$ cat config.mk
export PLATFORM = sky130hd
export DESIGN_NAME = apb_req_arbiter
export DESIGN_NICKNAME = d
export VERILOG_FILES = /design/src/rtl/apb_req_arbiter.sv
export SDC_FILE = /design/constraint.sdc
export NUM_CORES = 1
export LEC_CHECK = 0
export ABC_AREA = 1
export BUFFER_PORTS_ARGS = -buffer_cell sky130_fd_sc_hd__buf_2
export CAP_MARGIN = 20
export CORE_AREA = 5 5 170 172
export CTS_BUF_LIST = sky130_fd_sc_hd__clkbuf_4
export DETAILED_ROUTE_END_ITERATION = 6
export DIE_AREA = 0 0 175 177
export HOLD_SLACK_MARGIN = 0.1
export SYNTH_ARGS = -nofsm -noshare
export SYNTH_HDL_FRONTEND = slang
export SYNTH_SLANG_ARGS = --single-unit
$ cat constraint.sdc
create_clock -name pclk -period 2.1 [get_ports pclk]
set_input_delay 0.63 -clock pclk [delete_from_list [all_inputs] [get_ports pclk]]
set_output_delay 0.63 -clock pclk [all_outputs]
set_load 0.02 [all_outputs]
$ cat src/rtl/apb_req_arbiter.sv
// Round-robin arbiter that shares one APB master among NREQ requesters, one transfer per grant.
// Define APB_ARB_TIMEOUT_EN to compile in the BUSY watchdog (abort after TIMEOUT-1 BUSY cycles).
module apb_req_arbiter #(
  parameter int unsigned NREQ    = 4,
  parameter int unsigned TIMEOUT = 16
) (
  input  logic                pclk,
  input  logic                preset,
  input  logic [NREQ-1:0]     req,
  input  logic [NREQ-1:0]     req_rw,
  input  logic [33*NREQ-1:0]  req_addr,
  input  logic [32*NREQ-1:0]  req_wdata,
  output logic [NREQ-1:0]     gnt,
  output logic [NREQ-1:0]     done,
  output logic                err,
  output logic [31:0]         rdata,
  output logic                transfer,
  output logic                Read_write,
  output logic [32:0]         write_addr,
  output logic [32:0]         read_addr,
  output logic [31:0]         write_data,
  input  logic                m_penable,
  input  logic                m_pready,
  input  logic                m_slverr,
  input  logic [31:0]         m_readout
);

  localparam int unsigned IW = (NREQ > 1) ? $clog2(NREQ) : 1;
  localparam int unsigned AW = 33;
  localparam int unsigned DW = 32;

  localparam logic [1:0] S_IDLE    = 2'd0;
  localparam logic [1:0] S_BUSY    = 2'd1;
  localparam logic [1:0] S_RELEASE = 2'd2;

  logic [1:0]      state, state_nxt;
  logic [IW-1:0]   ptr, ptr_nxt;
  logic [IW-1:0]   idx, idx_nxt;
  logic [NREQ-1:0] gnt_nxt, done_nxt;
  logic            err_nxt, transfer_nxt, rw_nxt;
  logic [AW-1:0]   addr_nxt;
  logic [DW-1:0]   rdata_nxt, wdata_nxt;
  logic [IW-1:0]   sel;
  logic            sel_vld;

`ifdef APB_ARB_TIMEOUT_EN
  localparam int unsigned CW = 8;
  logic [CW-1:0] cnt, cnt_nxt;
`else
  logic unused_timeout;
  assign unused_timeout = ^32'(TIMEOUT);
`endif

  // First requester at or after ptr, wrapping at NREQ
  always_comb begin
    int unsigned pos;
    pos     = 0;
    sel     = '0;
    sel_vld = 1'b0;
    for (int unsigned i = 0; i < NREQ; i++) begin
      pos = (32'(ptr) + i) % NREQ;
      if (!sel_vld && req[IW'(pos)]) begin
        sel     = IW'(pos);
        sel_vld = 1'b1;
      end
    end
  end

  always_ff @(posedge pclk or negedge preset) begin
    if (!preset) state <= S_IDLE;
    else         state <= state_nxt;
  end

  always_comb begin
    state_nxt    = state;
    ptr_nxt      = ptr;
    idx_nxt      = idx;
    gnt_nxt      = gnt;
    done_nxt     = '0;
    err_nxt      = 1'b0;
    rdata_nxt    = rdata;
    transfer_nxt = transfer;
    rw_nxt       = Read_write;
    addr_nxt     = write_addr;
    wdata_nxt    = write_data;
`ifdef APB_ARB_TIMEOUT_EN
    cnt_nxt      = cnt;
`endif
    case (state)
      S_IDLE: begin
        if (sel_vld) begin
          state_nxt    = S_BUSY;
          idx_nxt      = sel;
          gnt_nxt      = NREQ'(1) << sel;
          transfer_nxt = 1'b1;
          rw_nxt       = req_rw[sel];
          addr_nxt     = req_addr[AW*32'(sel) +: AW];
          wdata_nxt    = req_wdata[DW*32'(sel) +: DW];
`ifdef APB_ARB_TIMEOUT_EN
          cnt_nxt      = '0;
`endif
        end
      end
      S_BUSY: begin
        // Slave error wins over a same-cycle completion
        if (m_slverr) begin
          done_nxt = gnt;
          err_nxt  = 1'b1;
        end else if (m_penable && m_pready) begin
          done_nxt = gnt;
          if (!Read_write) rdata_nxt = m_readout;
        end else begin
`ifdef APB_ARB_TIMEOUT_EN
          cnt_nxt = cnt + 1'b1;
          if (cnt_nxt == CW'(TIMEOUT - 1)) begin
            done_nxt = gnt;
            err_nxt  = 1'b1;
          end
`endif
        end
        if (done_nxt != '0) begin
          state_nxt    = S_RELEASE;
          gnt_nxt      = '0;
          transfer_nxt = 1'b0;
        end
      end
      S_RELEASE: begin
        state_nxt = S_IDLE;
        ptr_nxt   = (idx == IW'(NREQ - 1)) ? '0 : idx + 1'b1;
      end
      default: state_nxt = S_IDLE;
    endcase
  end

  always_ff @(posedge pclk or negedge preset) begin
    if (!preset) begin
      ptr        <= '0;
      idx        <= '0;
      gnt        <= '0;
      done       <= '0;
      err        <= 1'b0;
      rdata      <= '0;
      transfer   <= 1'b0;
      Read_write <= 1'b0;
      write_addr <= '0;
      read_addr  <= '0;
      write_data <= '0;
`ifdef APB_ARB_TIMEOUT_EN
      cnt        <= '0;
`endif
    end else begin
      ptr        <= ptr_nxt;
      idx        <= idx_nxt;
      gnt        <= gnt_nxt;
      done       <= done_nxt;
      err        <= err_nxt;
      rdata      <= rdata_nxt;
      transfer   <= transfer_nxt;
      Read_write <= rw_nxt;
      write_addr <= addr_nxt;
      read_addr  <= addr_nxt;
      write_data <= wdata_nxt;
`ifdef APB_ARB_TIMEOUT_EN
      cnt        <= cnt_nxt;
`endif
    end
  end

endmodule

==> impl_metrics.csv, run 1 <==
group,metric,value,unit
grt,grt_antenna_before_repair,6,
clock_tree,clkSlewWorstSetupHoldPaths,0.16,ns
synth,syn_nets,1471,
die,die_x,175,um
placed_design,hpwl,24300,um
timing,rsz0062_at_grt,"true",
worst_setup_path,worstSetupPathType,"reg2reg",
timing,layout_setup_ws,-0.0562,ns
final_layout,nets,1875,
routing,viasPerCell,4.79,
worst_setup_path,critPathCaptureType,"flip-flop",
worst_setup_path,crit_slowest_cell,"dfrtp_2",
placed_design,place_congestion,0.942,
final_layout,drive_gt1_share,38.7,%
routing,dr.pass1.iters,5,
synth,ys_ff_latch,114,
worst_setup_path,cp_num_cells,16,
power,p_int,10.6,mW
worst_setup_path,crit_path_start,"ptr[0]$_DFFE_PN0N_",
routing,post-route-drc-count,0,
timing,finalClockSkew,0.0442,ns
clock_tree,root_buffer,"clkbuf_4",
synth,avgSynthCellArea,6.58,um2
clock_tree,clkLatencyLatePin,0.55,ns
final_layout,most-common-layout-cells,"nand2_1 (675), buf_2 (444), nand4_1 (133)",
synth,yosysTopAreaCellShare,37.2,%
power,switching_power,12.3,mW
synth,seq_area_frac_synth,37.2,%
grt,grt_overflow,0,
power,powerDensity,2070,nW/um2
timing,clock.fmax,0.464,GHz
worst_setup_path,crit_family,"simple AND/OR/NAND/NOR gates",
routing,wl_per_cell,17.4,um
timing,setup-violations-final,43,
timing,max_slew_margin,69.4,%
power,p_total,22.9,mW
power,clkPwrFrac,9.0,%
placed_design,port_buffers,445,
grt,grt_pass1_vias,9035,
die,die_h,177,um
synth,syn_area,7670,um2
synth,yosys_warnings,0,
die,io_pins,446,
power,pwr-share-seq,17.1,%
clock_tree,clockBufferDepth,2,
synth,netlist_instances,1165,
final_layout,syn_to_final_growth,44.6,%
clock_tree,htreeDepth,4,
worst_setup_path,arrival,2.61,ns
worst_setup_path,r2r_end,"write_data[17]$_DFFE_PN0P_",
timing,post-route-min-period,2.16,ns
die,coreArea,27300,um2
hold_path,holdCritPathClass,"in2reg",
synth,yosysUniqueCellTypes,27,
worst_setup_path,crit_required,2.55,ns
power,pwr-share-comb,73.9,%
worst_setup_path,r2r_setup_slack,-0.06,ns
grt,grt_max_degree,69,
worst_setup_path,crit_path_frequent_cell,"nand2_1",
die,fp-row-count,61,
routing,dr.first_iter.drc_count,457,
worst_setup_path,critPathCapture,"write_data[17]$_DFFE_PN0P_",
clock_tree,clock_sinks,114,
grt,grt.total_usage,20.2,%
timing,finalCritPeriodShare,103,%
run_status,status,"finished with violations",
worst_setup_path,r2r-start,"ptr[0]$_DFFE_PN0N_",
timing,finalHoldViolations,0,
worst_setup_path,cp_max_fo,7,
worst_setup_path,critical-path-max-stage-delay,0.51,ns
worst_setup_path,startpoint_type,"flip-flop",
worst_setup_path,rr_worst_depth,16,
die,start_util,28.1,%
die,die_area,31000,um2
clock_tree,cts_tree,"built",
routing,drtAntennaViolNets,0,
power,p_leak,6.64,nW
final_layout,utilization,40.6,%
routing,vias,9259,
final_layout,final_common_cell,"nand2_1",
synth,yosysTopAreaCell,"dfrtp_1",
worst_setup_path,path_cells,"buf_6 -> nand2_4 -> nand3_2 -> nand2_2 -> nand2_2 -> buf_4 -> nand3_4 -> nand3_4 -> buf_6 -> clkbuf_16 -> nand2_1 -> nand2_1 -> nand2_1 -> nand2_1 -> nand2_1 -> nand2_1",
grt,grt_pass1_wl,49600,um
power,power.ir.vdd_worst,1100,uV
flow_run,max_cap_viol_count,0,
clock_tree,cts_buffers,17,
worst_setup_path,cp.buffers_inverters,4,
synth,ys_top_cells_by_area,"dfrtp_1 (37%), nand2_1 (34%), nand4_1 (11%)",
run_status,violations,"negative setup slack",
timing,tightest_slew,0.459,ns
power,switching_share,53.7,%
timing,whs,0.296,ns
routing,wl,33600,um
timing,slew_viol_final,0,
-- per-stage QoR --
step	cells	setup TNS [ns]	setup slack, ns	instance area (um2)
after global placement	1878	-14.52	-0.348	10300
after floorplan	1165	0	0.0832	7670
after CTS	1920	-0.217	-0.0409	10900
after detailed placement	1878	-16.62	-0.364	10300
after global routing	1931	-9.51	-0.183	11100
final	1931	-0.920	-0.0562	11100
-- state kept, by name (all words and copies together) (netlist names) --
signal      count
done            4
transfer        1
Read_write      1
err             1
rdata          32
gnt             4
state           2
read_addr      33
ptr             2
write_data     32
idx             2
-- power by group through the flow --
stage          logic (mW)  registers, mW  clock network, mW
2_1_floorplan        9.46           4.96                  0
3_3_place_gp         15.2           3.92                  0
3_5_place_dp         15.3           3.94                  0
4_1_cts              16.3           3.92               2.14
5_1_grt              18.8           4.04               2.23
6_report             17.0           3.91               2.07
-- timing repair --
item,in CTS,in global routing
gates cloned,3,6
hold buffers,1,0
setup endpoints to repair,68,74
buffers inserted,6,2
pin swaps,8,14
resized for setup,31,25
hold endpoints to repair,15,0
-- metal layers --
metal  wire length (um)  global-route usage (%)  up-vias
li1                   -                       -     4553
met1              13500                    24.3     4246
met2              16400                    34.3      391
met3               2400                    5.55       63
met4               1160                    8.28        6
met5                 41                       0        -
-- synth_stat cells --
cell      instances
nand3_2           1
nor2_1            6
inv_2             3
inv_4             1
or2_2             1
nor2_4            1
nand2_1         698
ha_1              1
inv_1            15
o21ai_0          10
nor3_1            5
a31oi_1           1
nand3_4           1
o21ai_1           1
nand2_2           3
nand4_1         133
clkbuf_1         40
buf_2            35
clkinv_1          1
buf_6             2
buf_1             6
buf_4            39
mux2_2           32
a21oi_1           1
dfrtp_1         114
nand3_1          13
a41oi_1           1
-- worst min-delay path by stage --
stage                                             to  cells after the start                        from
after floorplan               Read_write$_DFFE_PN0P_                      0                      preset
after global routing           rdata[26]$_DFFE_PN0P_                      2               m_readout[26]
final                          rdata[24]$_DFFE_PN0P_                      2               m_readout[24]
after CTS                      rdata[26]$_DFFE_PN0P_                      2               m_readout[26]
after global placement     write_data[3]$_DFFE_PN0P_                      2   write_data[3]$_DFFE_PN0P_
after detailed placement  write_data[30]$_DFFE_PN0P_                      2  write_data[30]$_DFFE_PN0P_
-- final cells by class --
class	instances	area, um2
Multi-Input combinational cell	909	4220
Inverter	20	78.8
Clock inverter	15	221
Clock buffer	17	128
Sequential cell	114	2850
Antenna cell	3	7.51
Tap cell	346	433
Fill cell	2920	16200
Timing Repair Buffer	506	3150
Timing Repair inverter	1	7.51
-- cells by family after synthesis --
kind of cell | count (synthesis) | synth area share, %
flops | 114 | 37.2
buf+inv | 142 | 9.66
fa+ha+maj | 1 | 0.163
mux | 32 | 4.70
simple gates | 862 | 47.3
compound gates | 14 | 0.979
Power figures use the tool's default switching activity.
==> run 2, diff against run 1 <==
- CORE_AREA: 5 5 170 172 -> 4 4 169 171
- DIE_AREA: 0 0 175 177 -> 0 0 173 175
- clock period: 2.1 -> 2.4 ns (I/O delays scaled with it)
==> impl_metrics.csv, run 2 (synthesis results as in run 1) <==
group,metric,value,unit
power,powerDensity,1710,nW/um2
final_layout,regMostFlops,"read_addr",
clock_tree,clkLatencyLatePin,0.52,ns
die,die_area,30300,um2
routing,wl,30100,um
grt,grt_max_degree,115,
final_layout,syn_to_final_growth,35.8,%
grt,grt_overflow,0,
grt,grt_pass1_wl,46500,um
final_layout,most-common-layout-cells,"nand2_1 (698), buf_2 (444), nand4_1 (133)",
clock_tree,hold_buffers,0,
clock_tree,clock_sinks,114,
hold_path,holdCritPathClass,"in2async",
routing,viasPerCell,4.73,
worst_setup_path,crit_required,2.85,ns
clock_tree,cts_buffers,17,
final_layout,largest_reg_flops,33,
worst_setup_path,crit_path_frequent_cell,"nand2_1",
worst_setup_path,startpoint_type,"flip-flop",
timing,setup-violations-final,0,
grt,grt_pass1_vias,8713,
final_layout,top_regs,"read_addr: 33 flops, rdata: 32 flops, write_data: 32 flops",
clock_tree,htreeDepth,4,
final_layout,drive_gt1_share,35.5,%
grt,grt_antenna_before_repair,1,
routing,drtAntennaViolNets,0,
worst_setup_path,path_cells,"buf_4 -> nand2_1 -> nand2_1 -> nand2_1 -> nand2_1 -> nor2_4 -> nand3_4 -> buf_12 -> nand4_1 -> nand2_1 -> nand2_1 -> nand2_1 -> nand2_1 -> nand2_1",
routing,dr.first_iter.drc_count,377,
timing,clock.fmax,0.463,GHz
timing,finalClockSkew,0.0409,ns
clock_tree,clockBufferDepth,2,
routing,vias,8948,
timing,tightest_slew,0.630,ns
power,p_total,17.8,mW
die,io_pins,446,
timing,max_slew_margin,58.0,%
routing,post-route-drc-count,0,
clock_tree,post_cts_buffers,0,
run_status,status,"finished clean",
placed_design,port_buffers,445,
placed_design,place_area,10100,um2
worst_setup_path,crit_slowest_cell,"dfrtp_1",
clock_tree,root_buffer,"clkbuf_4",
die,die_h,175,um
worst_setup_path,crit_path_start,"ptr[0]$_DFFE_PN0N_",
worst_setup_path,worstSetupPathType,"reg2reg",
die,die_x,173,um
routing,wl_per_cell,15.9,um
die,start_util,28.5,%
clock_tree,clkSlewWorstSetupHoldPaths,0.14,ns
grt,grt.total_usage,18.9,%
worst_setup_path,critPathCaptureType,"flip-flop",
worst_setup_path,critical-path-max-stage-delay,0.41,ns
worst_setup_path,cp_max_fo,101,
placed_design,hpwl,22500,um
worst_setup_path,arrival,2.61,ns
timing,finalCritPeriodShare,90.1,%
die,fp-row-count,60,
worst_setup_path,r2r-start,"ptr[0]$_DFFE_PN0N_",
flow_run,max_cap_viol_count,0,
timing,rsz0062_at_grt,"false",
placed_design,place_congestion,0.843,
timing,post-route-min-period,2.16,ns
timing,finalHoldViolations,0,
final_layout,final_common_cell,"nand2_1",
routing,dr.pass1.iters,5,
final_layout,finish.instance_area,10400,um2
clock_tree,ctsResizeCount,0,
die,coreArea,26900,um2
timing,slew_viol_final,0,
power,power.ir.vdd_worst,1080,uV
final_layout,nets,1841,
clock_tree,cts_tree,"built",
power,p_leak,6.32,nW
-- run 2: cell count changes in the layout (fill, tap and decap cells not counted), moves of 3 or more --
cell	before	now
o21ai_1	4	1
nand2_2	22	2
o21ai_0	7	10
nand3_1	6	10
buf_4	26	15
buf_16	5	0
nand3_2	4	0
nand2_1	675	698
buf_6	4	0
nand2_4	4	1
buf_12	19	14
clkinv_4	6	3
clkbuf_16	5	0
-- run 2: path summary, 6_finish.rpt --
check	depth (start not counted)	endpoint	slack (ns)
worst max register to register	14	write_data[5]$_DFFE_PN0P_	0.24
min in group pclk	2	rdata[7]$_DFFE_PN0P_	0.41
worst min-delay path	2	read_addr[27]$_DFFE_PN0P_	0.28
max in group asynchronous	2	write_data[18]$_DFFE_PN0P_	1.64
worst max-delay path	14	write_data[5]$_DFFE_PN0P_	0.24
worst min register to register	2	write_data[3]$_DFFE_PN0P_	0.49
-- run 2: final cells by class --
type / count / area [um2]
diodes: 3 / 7.51
clock buffers: 17 / 128
clock inverters: 15 / 180
fillers: 2921 / 16500
inverters: 20 / 77.6
multi-input cells: 909 / 4130
flip-flops and latches: 114 / 2850
well taps: 341 / 427
repair buffers: 473 / 2620
-- run 2: worst max-delay path, delay by kind of cell (launching register included) --
family	cells	cell delay (ns)
buf+inv	2	0.56
flops	1	0.41
simple gates	12	1.05
-- run 2: where the power goes --
group | switching [mW] | internal [mW]
clock network | 0.875 | 0.733
registers | 0.566 | 2.84
logic | 8.50 | 4.29
total | 9.94 | 7.86
-- run 2: per-stage QoR --
stage | instances | setup slack (ns) | util (%) | hold slack, ns | setup TNS (ns)
5_1_grt | 1892 | 0.0324 | 38.7 | 0.264 | 0
2_1_floorplan | 1165 | 0.293 | - | 0.424 | 0
3_3_place_gp | 1857 | 0.0612 | 37.6 | 0.460 | 0
6_report | 1892 | 0.239 | 38.7 | 0.284 | 0
3_5_place_dp | 1857 | -0.00199 | 37.6 | 0.460 | -0.00199
4_1_cts | 1889 | 0.236 | 38.7 | 0.252 | 0
-- run 2: routing by layer --
layer	GRT usage [%]	up-vias	share of wire [%]	wire [um]
li1	-	4475	-	-
met1	23.1	4106	42	12700
met2	33.0	326	49	14800
met3	4.52	41	6.2	1860
met4	5.65	0	2.4	720
met5	0	-	0	0
